===== src/rtl/ibex_pkg.sv =====
// Shared types for the register-file write-port arbiter.
//   rf_arb_state_e : write-stage sequencing state (single write vs. pending pair high half)
//   RfArbPtrW      : round-robin pointer width for the default requester count
//   rf_arb_ptr_w() : pointer width for an arbitrary requester count (minimum 1 bit)
package ibex_pkg;

    typedef enum logic [0:0] {
        RfArbIdle   = 1'b0,
        RfArbPairHi = 1'b1
    } rf_arb_state_e;

    localparam int unsigned RfAddrW            = 5;
    localparam int unsigned RfArbNumReqDefault = 3;
    localparam int unsigned RfArbPtrW          = $clog2(RfArbNumReqDefault);

    function automatic int unsigned rf_arb_ptr_w(input int unsigned num_req);
        return (num_req > 2) ? $clog2(num_req) : 1;
    endfunction

endpackage


===== src/rtl/ibex_rf_rr_arbiter.sv =====
// Pure combinational round-robin grant: first valid requester at or after ptr_i.
//   valid_i     : request vector
//   ptr_i       : highest-priority index (always < NumReq)
//   gnt_o       : one-hot grant
//   gnt_idx_o   : index of the granted requester
//   gnt_valid_o : some requester was granted
module ibex_rf_rr_arbiter
    import ibex_pkg::*;
#(
    parameter int unsigned NumReq = 3,
    parameter int unsigned PtrW   = rf_arb_ptr_w(NumReq)
) (
    input  logic [NumReq-1:0] valid_i,
    input  logic [PtrW-1:0]   ptr_i,
    output logic [NumReq-1:0] gnt_o,
    output logic [PtrW-1:0]   gnt_idx_o,
    output logic              gnt_valid_o
);

    localparam int unsigned SumW = PtrW + 1;

    logic [SumW-1:0] sum;
    logic [PtrW-1:0] idx;
    logic            found;

    // Scan from the pointer upward, wrapping modulo NumReq.
    always_comb begin
        gnt_o     = '0;
        gnt_idx_o = '0;
        found     = 1'b0;
        sum       = '0;
        idx       = '0;
        for (int unsigned i = 0; i < NumReq; i++) begin
            sum = {1'b0, ptr_i} + SumW'(i);
            if (sum >= SumW'(NumReq)) begin
                sum = sum - SumW'(NumReq);
            end
            idx = sum[PtrW-1:0];
            if (!found && valid_i[idx]) begin
                found      = 1'b1;
                gnt_o[idx] = 1'b1;
                gnt_idx_o  = idx;
            end
        end
        gnt_valid_o = found;
    end

endmodule


===== src/rtl/ibex_rf_wport_arbiter.sv =====
// Round-robin arbiter sharing the register file's single write port between NumReq
// writeback requesters, with one registered write stage and two-cycle pair writes (rd, rd+1).
// Optional macro IBEX_RF_ARB_FWD_EN enables combinational forwarding from the write stage.
// Ports:
//   clk_i, rst_ni                  clock, async active-low reset
//   req_valid_i / req_ready_o      per-requester handshake (ready is same-cycle grant)
//   req_waddr_i, req_wdata_i       destination rd and its data
//   req_wdata_hi_i, req_pair_i     rd+1 data and pair request flag
//   rf_waddr_o/rf_wdata_o/rf_we_o  register file write port (registered)
//   busy_o                         write stage occupied or pair high half pending
//   err_o                          one-cycle pulse: illegal request dropped
//   fwd_raddr_i/fwd_hit_o/fwd_data_o  forwarding lookup against the write stage
module ibex_rf_wport_arbiter
    import ibex_pkg::*;
#(
    parameter int unsigned NumReq    = 3,
    parameter int unsigned DataWidth = 32,
    parameter bit          RV32E     = 1'b0,
    parameter bit          PairWrite = 1'b1
) (
    input  logic                                clk_i,
    input  logic                                rst_ni,
    input  logic [NumReq-1:0]                   req_valid_i,
    output logic [NumReq-1:0]                   req_ready_o,
    input  logic [NumReq-1:0][RfAddrW-1:0]      req_waddr_i,
    input  logic [NumReq-1:0][DataWidth-1:0]    req_wdata_i,
    input  logic [NumReq-1:0][DataWidth-1:0]    req_wdata_hi_i,
    input  logic [NumReq-1:0]                   req_pair_i,
    output logic [RfAddrW-1:0]                  rf_waddr_o,
    output logic [DataWidth-1:0]                rf_wdata_o,
    output logic                                rf_we_o,
    output logic                                busy_o,
    output logic                                err_o,
    input  logic [RfAddrW-1:0]                  fwd_raddr_i,
    output logic                                fwd_hit_o,
    output logic [DataWidth-1:0]                fwd_data_o
);

    localparam int unsigned   PtrW    = rf_arb_ptr_w(NumReq);
    localparam logic [PtrW-1:0] LastIdx = PtrW'(NumReq - 1);

    rf_arb_state_e        state_q;
    logic [PtrW-1:0]      ptr_q;
    logic                 we_q;
    logic                 err_q;
    logic [RfAddrW-1:0]   waddr_q;
    logic [DataWidth-1:0] wdata_q;
    logic [DataWidth-1:0] hi_data_q;

    logic [NumReq-1:0]    gnt;
    logic [PtrW-1:0]      gnt_idx;
    logic                 gnt_valid;

    ibex_rf_rr_arbiter #(
        .NumReq (NumReq),
        .PtrW   (PtrW)
    ) u_rr_arbiter (
        .valid_i     (req_valid_i),
        .ptr_i       (ptr_q),
        .gnt_o       (gnt),
        .gnt_idx_o   (gnt_idx),
        .gnt_valid_o (gnt_valid)
    );

    // Grants are only offered while no pair high half is pending.
    logic hs_c;
    assign hs_c        = gnt_valid && (state_q == RfArbIdle);
    assign req_ready_o = hs_c ? gnt : '0;

    logic [RfAddrW-1:0]   sel_addr_c;
    logic [DataWidth-1:0] sel_data_c;
    logic [DataWidth-1:0] sel_data_hi_c;
    logic                 sel_pair_c;
    logic                 sel_err_c;

    // Mux the granted request and classify it. An even pair rd keeps rd+1 in the same
    // 16-register half, so for RV32E rd[4] alone covers the rd+1 > 15 case; odd pair rd
    // (including rd=31) is always illegal.
    always_comb begin
        sel_addr_c    = req_waddr_i[gnt_idx];
        sel_data_c    = req_wdata_i[gnt_idx];
        sel_data_hi_c = req_wdata_hi_i[gnt_idx];
        sel_pair_c    = PairWrite && req_pair_i[gnt_idx];
        sel_err_c     = 1'b0;
        if (sel_pair_c && sel_addr_c[0]) begin
            sel_err_c = 1'b1;
        end
        if (RV32E && sel_addr_c[4]) begin
            sel_err_c = 1'b1;
        end
    end

    // Write stage, RR pointer and pair sequencing.
    always_ff @(posedge clk_i or negedge rst_ni) begin
        if (!rst_ni) begin
            state_q   <= RfArbIdle;
            ptr_q     <= '0;
            we_q      <= 1'b0;
            err_q     <= 1'b0;
            waddr_q   <= '0;
            wdata_q   <= '0;
            hi_data_q <= '0;
        end else begin
            we_q  <= 1'b0;
            err_q <= 1'b0;
            if (hs_c) begin
                ptr_q <= (gnt_idx == LastIdx) ? '0 : gnt_idx + PtrW'(1);
            end
            unique case (state_q)
                RfArbIdle: begin
                    if (hs_c) begin
                        waddr_q <= sel_addr_c;
                        wdata_q <= sel_data_c;
                        err_q   <= sel_err_c;
                        // x0 completes the handshake but is never written
                        we_q    <= !sel_err_c && (sel_addr_c != '0);
                        if (sel_pair_c && !sel_err_c) begin
                            state_q   <= RfArbPairHi;
                            hi_data_q <= sel_data_hi_c;
                        end
                    end
                end
                RfArbPairHi: begin
                    // Low half address is even, so rd+1 is rd with bit 0 set.
                    we_q    <= 1'b1;
                    waddr_q <= waddr_q | RfAddrW'(1);
                    wdata_q <= hi_data_q;
                    state_q <= RfArbIdle;
                end
                default: state_q <= RfArbIdle;
            endcase
        end
    end

    assign rf_we_o    = we_q;
    assign rf_waddr_o = waddr_q;
    assign rf_wdata_o = wdata_q;
    assign err_o      = err_q;
    assign busy_o     = we_q || (state_q == RfArbPairHi);

`ifdef IBEX_RF_ARB_FWD_EN
    // Forward the registered write that has not yet landed in the register file.
    assign fwd_hit_o  = we_q && (waddr_q == fwd_raddr_i);
    assign fwd_data_o = wdata_q;
`else
    logic [RfAddrW-1:0] unused_fwd_raddr;
    assign unused_fwd_raddr = fwd_raddr_i;
    assign fwd_hit_o        = 1'b0;
    assign fwd_data_o       = '0;
`endif

endmodule


===== config.mk =====
export PLATFORM = sky130hd
export DESIGN_NAME = ibex_rf_wport_arbiter
export DESIGN_NICKNAME = d
export VERILOG_FILES = /design/src/rtl/ibex_pkg.sv /design/src/rtl/ibex_rf_rr_arbiter.sv /design/src/rtl/ibex_rf_wport_arbiter.sv
export SDC_FILE = /design/constraint.sdc
export NUM_CORES = 1
export LEC_CHECK = 0
export CAP_MARGIN = 40
export CORE_ASPECT_RATIO = 1.1
export CORE_UTILIZATION = 30
export DETAILED_ROUTE_END_ITERATION = 7
export GPL_ROUTABILITY_DRIVEN = 0
export GPL_TIMING_DRIVEN = 0
export HOLD_SLACK_MARGIN = 0.12
export PLACE_DENSITY = 0.7
export RECOVER_POWER = 100
export SLEW_MARGIN = 5
export SYNTH_ARGS = -nofsm -noshare
export SYNTH_HDL_FRONTEND = slang
export SYNTH_SLANG_ARGS = --single-unit
export TNS_END_PERCENT = 50

===== constraint.sdc =====
create_clock -name clk_i -period 4.2 [get_ports clk_i]
set_clock_uncertainty 0.2 [all_clocks]
set_input_delay 0.63 -clock clk_i [delete_from_list [all_inputs] [get_ports clk_i]]
set_output_delay 0.63 -clock clk_i [all_outputs]
set_load 0.1 [all_outputs]

==> results by group <==
Cells and area
  • Fin cells: 1116
  • Ant diodes: 0
  • Layout cells sized above 1: 0.124
  • Area grow syn2layout: 78.4%
  • Final Net Count: 1132

Synthesis
  • Top-count cell post-synth: dfrtp_1
  • Commonest cells in the netlist: dfrtp_1, a21oi_1, mux2i_1
  • Post-synthesis cell type count: 40
  • Post-synth design cell area: 5150 µm²
  • Synth Instances: about 560
  • Top_reg_cell synth: dfrtp_1
  • Yosys reg bits: between 70 and 80
  • EDFF count, synth: 0
  • Synth area leaders: dfrtp_1, mux2i_1, mux2_4
  • Asr flop ratio synth: 1.00
  • Post-synth top area cell: dfrtp_1
  • Seq/Total Area, Yosys: 0.360
  • Mean Syn Cell Area: 9.18 µm²
  • Yosys top cell area share: 0.360
  • Yosys warning count: 0

STA
  • Peak Freq: approximately 250 MHz
  • Final setup viols: 0
  • Final Hold Violating Endpoints: 0
  • Worst-margin pin slew: 1.82 ns
  • Slew margin rel.: -0.217
  • Max-slew violations: 36
  • Final Cycle Share: 0.963
  • Min Tclk post-route: 4.05 ns
  • Setup TNS: 0 ns

Global route
  • Tot GR Track Use: 0.216
  • First-pass GRT wire length: 29600 µm
  • Vias in the first global route: about 5.7k
  • Initial antenna violation count: 0
  • Largest net degree at the start of global routing: 41
  • Total grt overflow: 0

CTS
  • CTS tree: done
  • Number of H-tree levels: 3
  • TritonCTS Buffers: 9
  • Clk slew on worst S/H paths: approximately 0.06 ns
  • Max Buffers Root-to-Sink: 2
  • Insertion delay to the later sink of the worst-skew pair: 0.33 ns
  • Root Buffer: clkbuf_16
  • Sink Count: 74

Routing
  • DR top layer: met4
  • WL met2: 9960 µm
  • DRT Pass-1 Iters: 4
  • Total Wirelength: ~19000 µm
  • Met3 routed WL: between 1000 and 1500 µm
  • Residual DRC: 0
  • M1 wire length: around 7500 µm
  • Vias: 5276
  • DR vias/cell: roughly 4.7
  • 1st-iter DRT viols: 214
  • Mean routed wirelength per cell: 16.9 µm
  • Post-DRT Antenna Nets: 0

Die
  • Row count: 49
  • Die area: 17700 µm²
  • Die Y: 139 µm
  • Initial core utilization: 0.311
  • DIE WIDTH: 127 µm
  • IO Pins: 296
  • Core Box Area: 16600 µm²

Setup path
  • Cell Chain, Critical Path: clkdlybuf4s50_1 -> nand2b_1 -> a21boi_0 -> o21ai_2 -> nor3_4 -> or2_2 -> clkbuf_1 -> clkbuf_2 -> nor3_1 -> buf_16
  • Crit-path max FO: 10
  • CP Buf/Inv Count: 4
  • CP max stage cell: clkdlybuf4s50_1
  • Critical Path AT: 3.22 ns
  • Kind of critical path: in2out
  • Delay-heaviest family, CP: buffers and inverters
  • CP Launch Type: primary input
  • CP required: 3.37 ns
  • CP endpoint kind: output pin
  • Max incr delay on CP: about 0.56 ns

Pwr
  • Worst VDD drop: 0.584 mV
  • Power per Cell Area: 983 nW/µm²
  • Leakage: 3.88 nW

Placed design
  • Number of port buffers: 257
  • Placed Cells: 1098
  • Hpwl dp: ~15000 µm

Flow run
  • Max-Cap Viols: 1

Hold path
  • Hold Crit Class: reg2reg

Run status
  • Failing checks: max-capacitance violations, max-slew violations
  • Outcome: finished, violations left
-- cell type report --
| cell class | count | area (µm²) |
|---|---|---|
| plain buffers | 78 | 478 |
| clock buffers | 10 | 229 |
| clock inverters | 5 | 80.1 |
| fillers | 1535 | 7370 |
| inverters | 4 | 15.0 |
| multi-input cells | 437 | 2830 |
| flip-flops and latches | 74 | 1850 |
| well taps | 204 | 255 |
| repair buffers | 304 | 3450 |
-- stage by stage --
stage	utilization	setup slack (ns)	power (mW)	hold WS (ns)	instance area [µm²]
2_1_floorplan	-	-0.608	5.92	0.134	5270
3_3_place_gp	0.489	-0.859	7.47	0.259	8100
3_5_place_dp	0.550	-0.614	8.71	0.267	9110
4_1_cts	0.570	0.159	9.57	0.282	9440
5_1_grt	0.555	-0.0128	9.59	0.294	9190
6_report	0.555	0.154	9.03	0.278	9190
-- tightest hold or removal path, stage by stage, from the launching register on --
cell     delay, ns
dfrtp_1       0.34
nand2_1       0.05
o21ai_0       0.06
-- power by group --
part | switching, mW | leakage, nW | internal [mW]
combinational | 4.20 | 2.86 | 2.72
sequential | 0.190 | 0.874 | 1.12
clock | 0.292 | 0.145 | 0.516
total | 4.68 | 3.88 | 4.35
-- routing by layer --
layer | up-vias | track usage
met3 | 20 | 0.0346
met2 | 207 | 0.403
li1 | 2599 | -
met4 | 0 | 0.0602
met5 | - | 0
met1 | 2450 | 0.254
-- cells by family (layout without fill, tap and decap cells) --
| group | Yosys count | in the layout | synth area share |
|---|---|---|---|
| multiplexers | 108 | 108 | 0.245 |
| adder cells (fa/ha/maj) | 4 | 4 | 0.00972 |
| AO/OA/AOI/OAI | 157 | 157 | 0.178 |
| AND/OR/NAND/NOR | 135 | 135 | 0.110 |
| other | 1 | 33 | 0.000729 |
| flip-flops | 74 | 74 | 0.360 |
| buffers and inverters | 82 | 401 | 0.0972 |
-- placed cells by master (no fill, tap or decap), types with 5 or more instances in the layout --
cell             instances
clkbuf_16                9
mux2_2                   5
clkbuf_1                45
a211oi_1                32
mux2i_1                 70
conb_1                  33
a21oi_1                 72
buf_16                  28
nand2_1                 43
nor2_1                  70
buf_4                   41
clkdlybuf4s50_1        226
o21ai_0                 40
dlygate4sd3_1           28
dfrtp_1                 74
mux2_1                  28
-- worst paths after layout --
check,from,endpoint,slack (ns),depth (start not counted)
hold / removal,hi_data_q[6],rf_wdata_o[6],0.28,2
setup / recovery,req_valid_i[0],req_ready_o[2],0.15,10
min in group asynchronous,rst_ni,rf_wdata_o[27],1.13,2
setup reg to reg,ptr_q[0],hi_data_q[30],0.21,12
max in group asynchronous,rst_ni,rf_wdata_o[10],0.84,3
hold reg to reg,hi_data_q[6],rf_wdata_o[6],0.28,2
-- registers in the layout, summed over array words and instances (netlist names) --
register and cells:
hi_data_q 32, err_o 1, rf_waddr_o 5, state_q 1, rf_we_o 1, ptr_q 2
rf_wdata_o 32
-- timing repair --
item / in CTS / in global routing
hold endpoints to repair: 34 / 0
hold buffers: 1 / 0
resized for setup: 9 / 3
pin swaps: 1 / 3
buffers inserted: 0 / 3
endpoints found under the setup margin: 3 / 3
No activity file was read; power rests on OpenSTA's default activity.
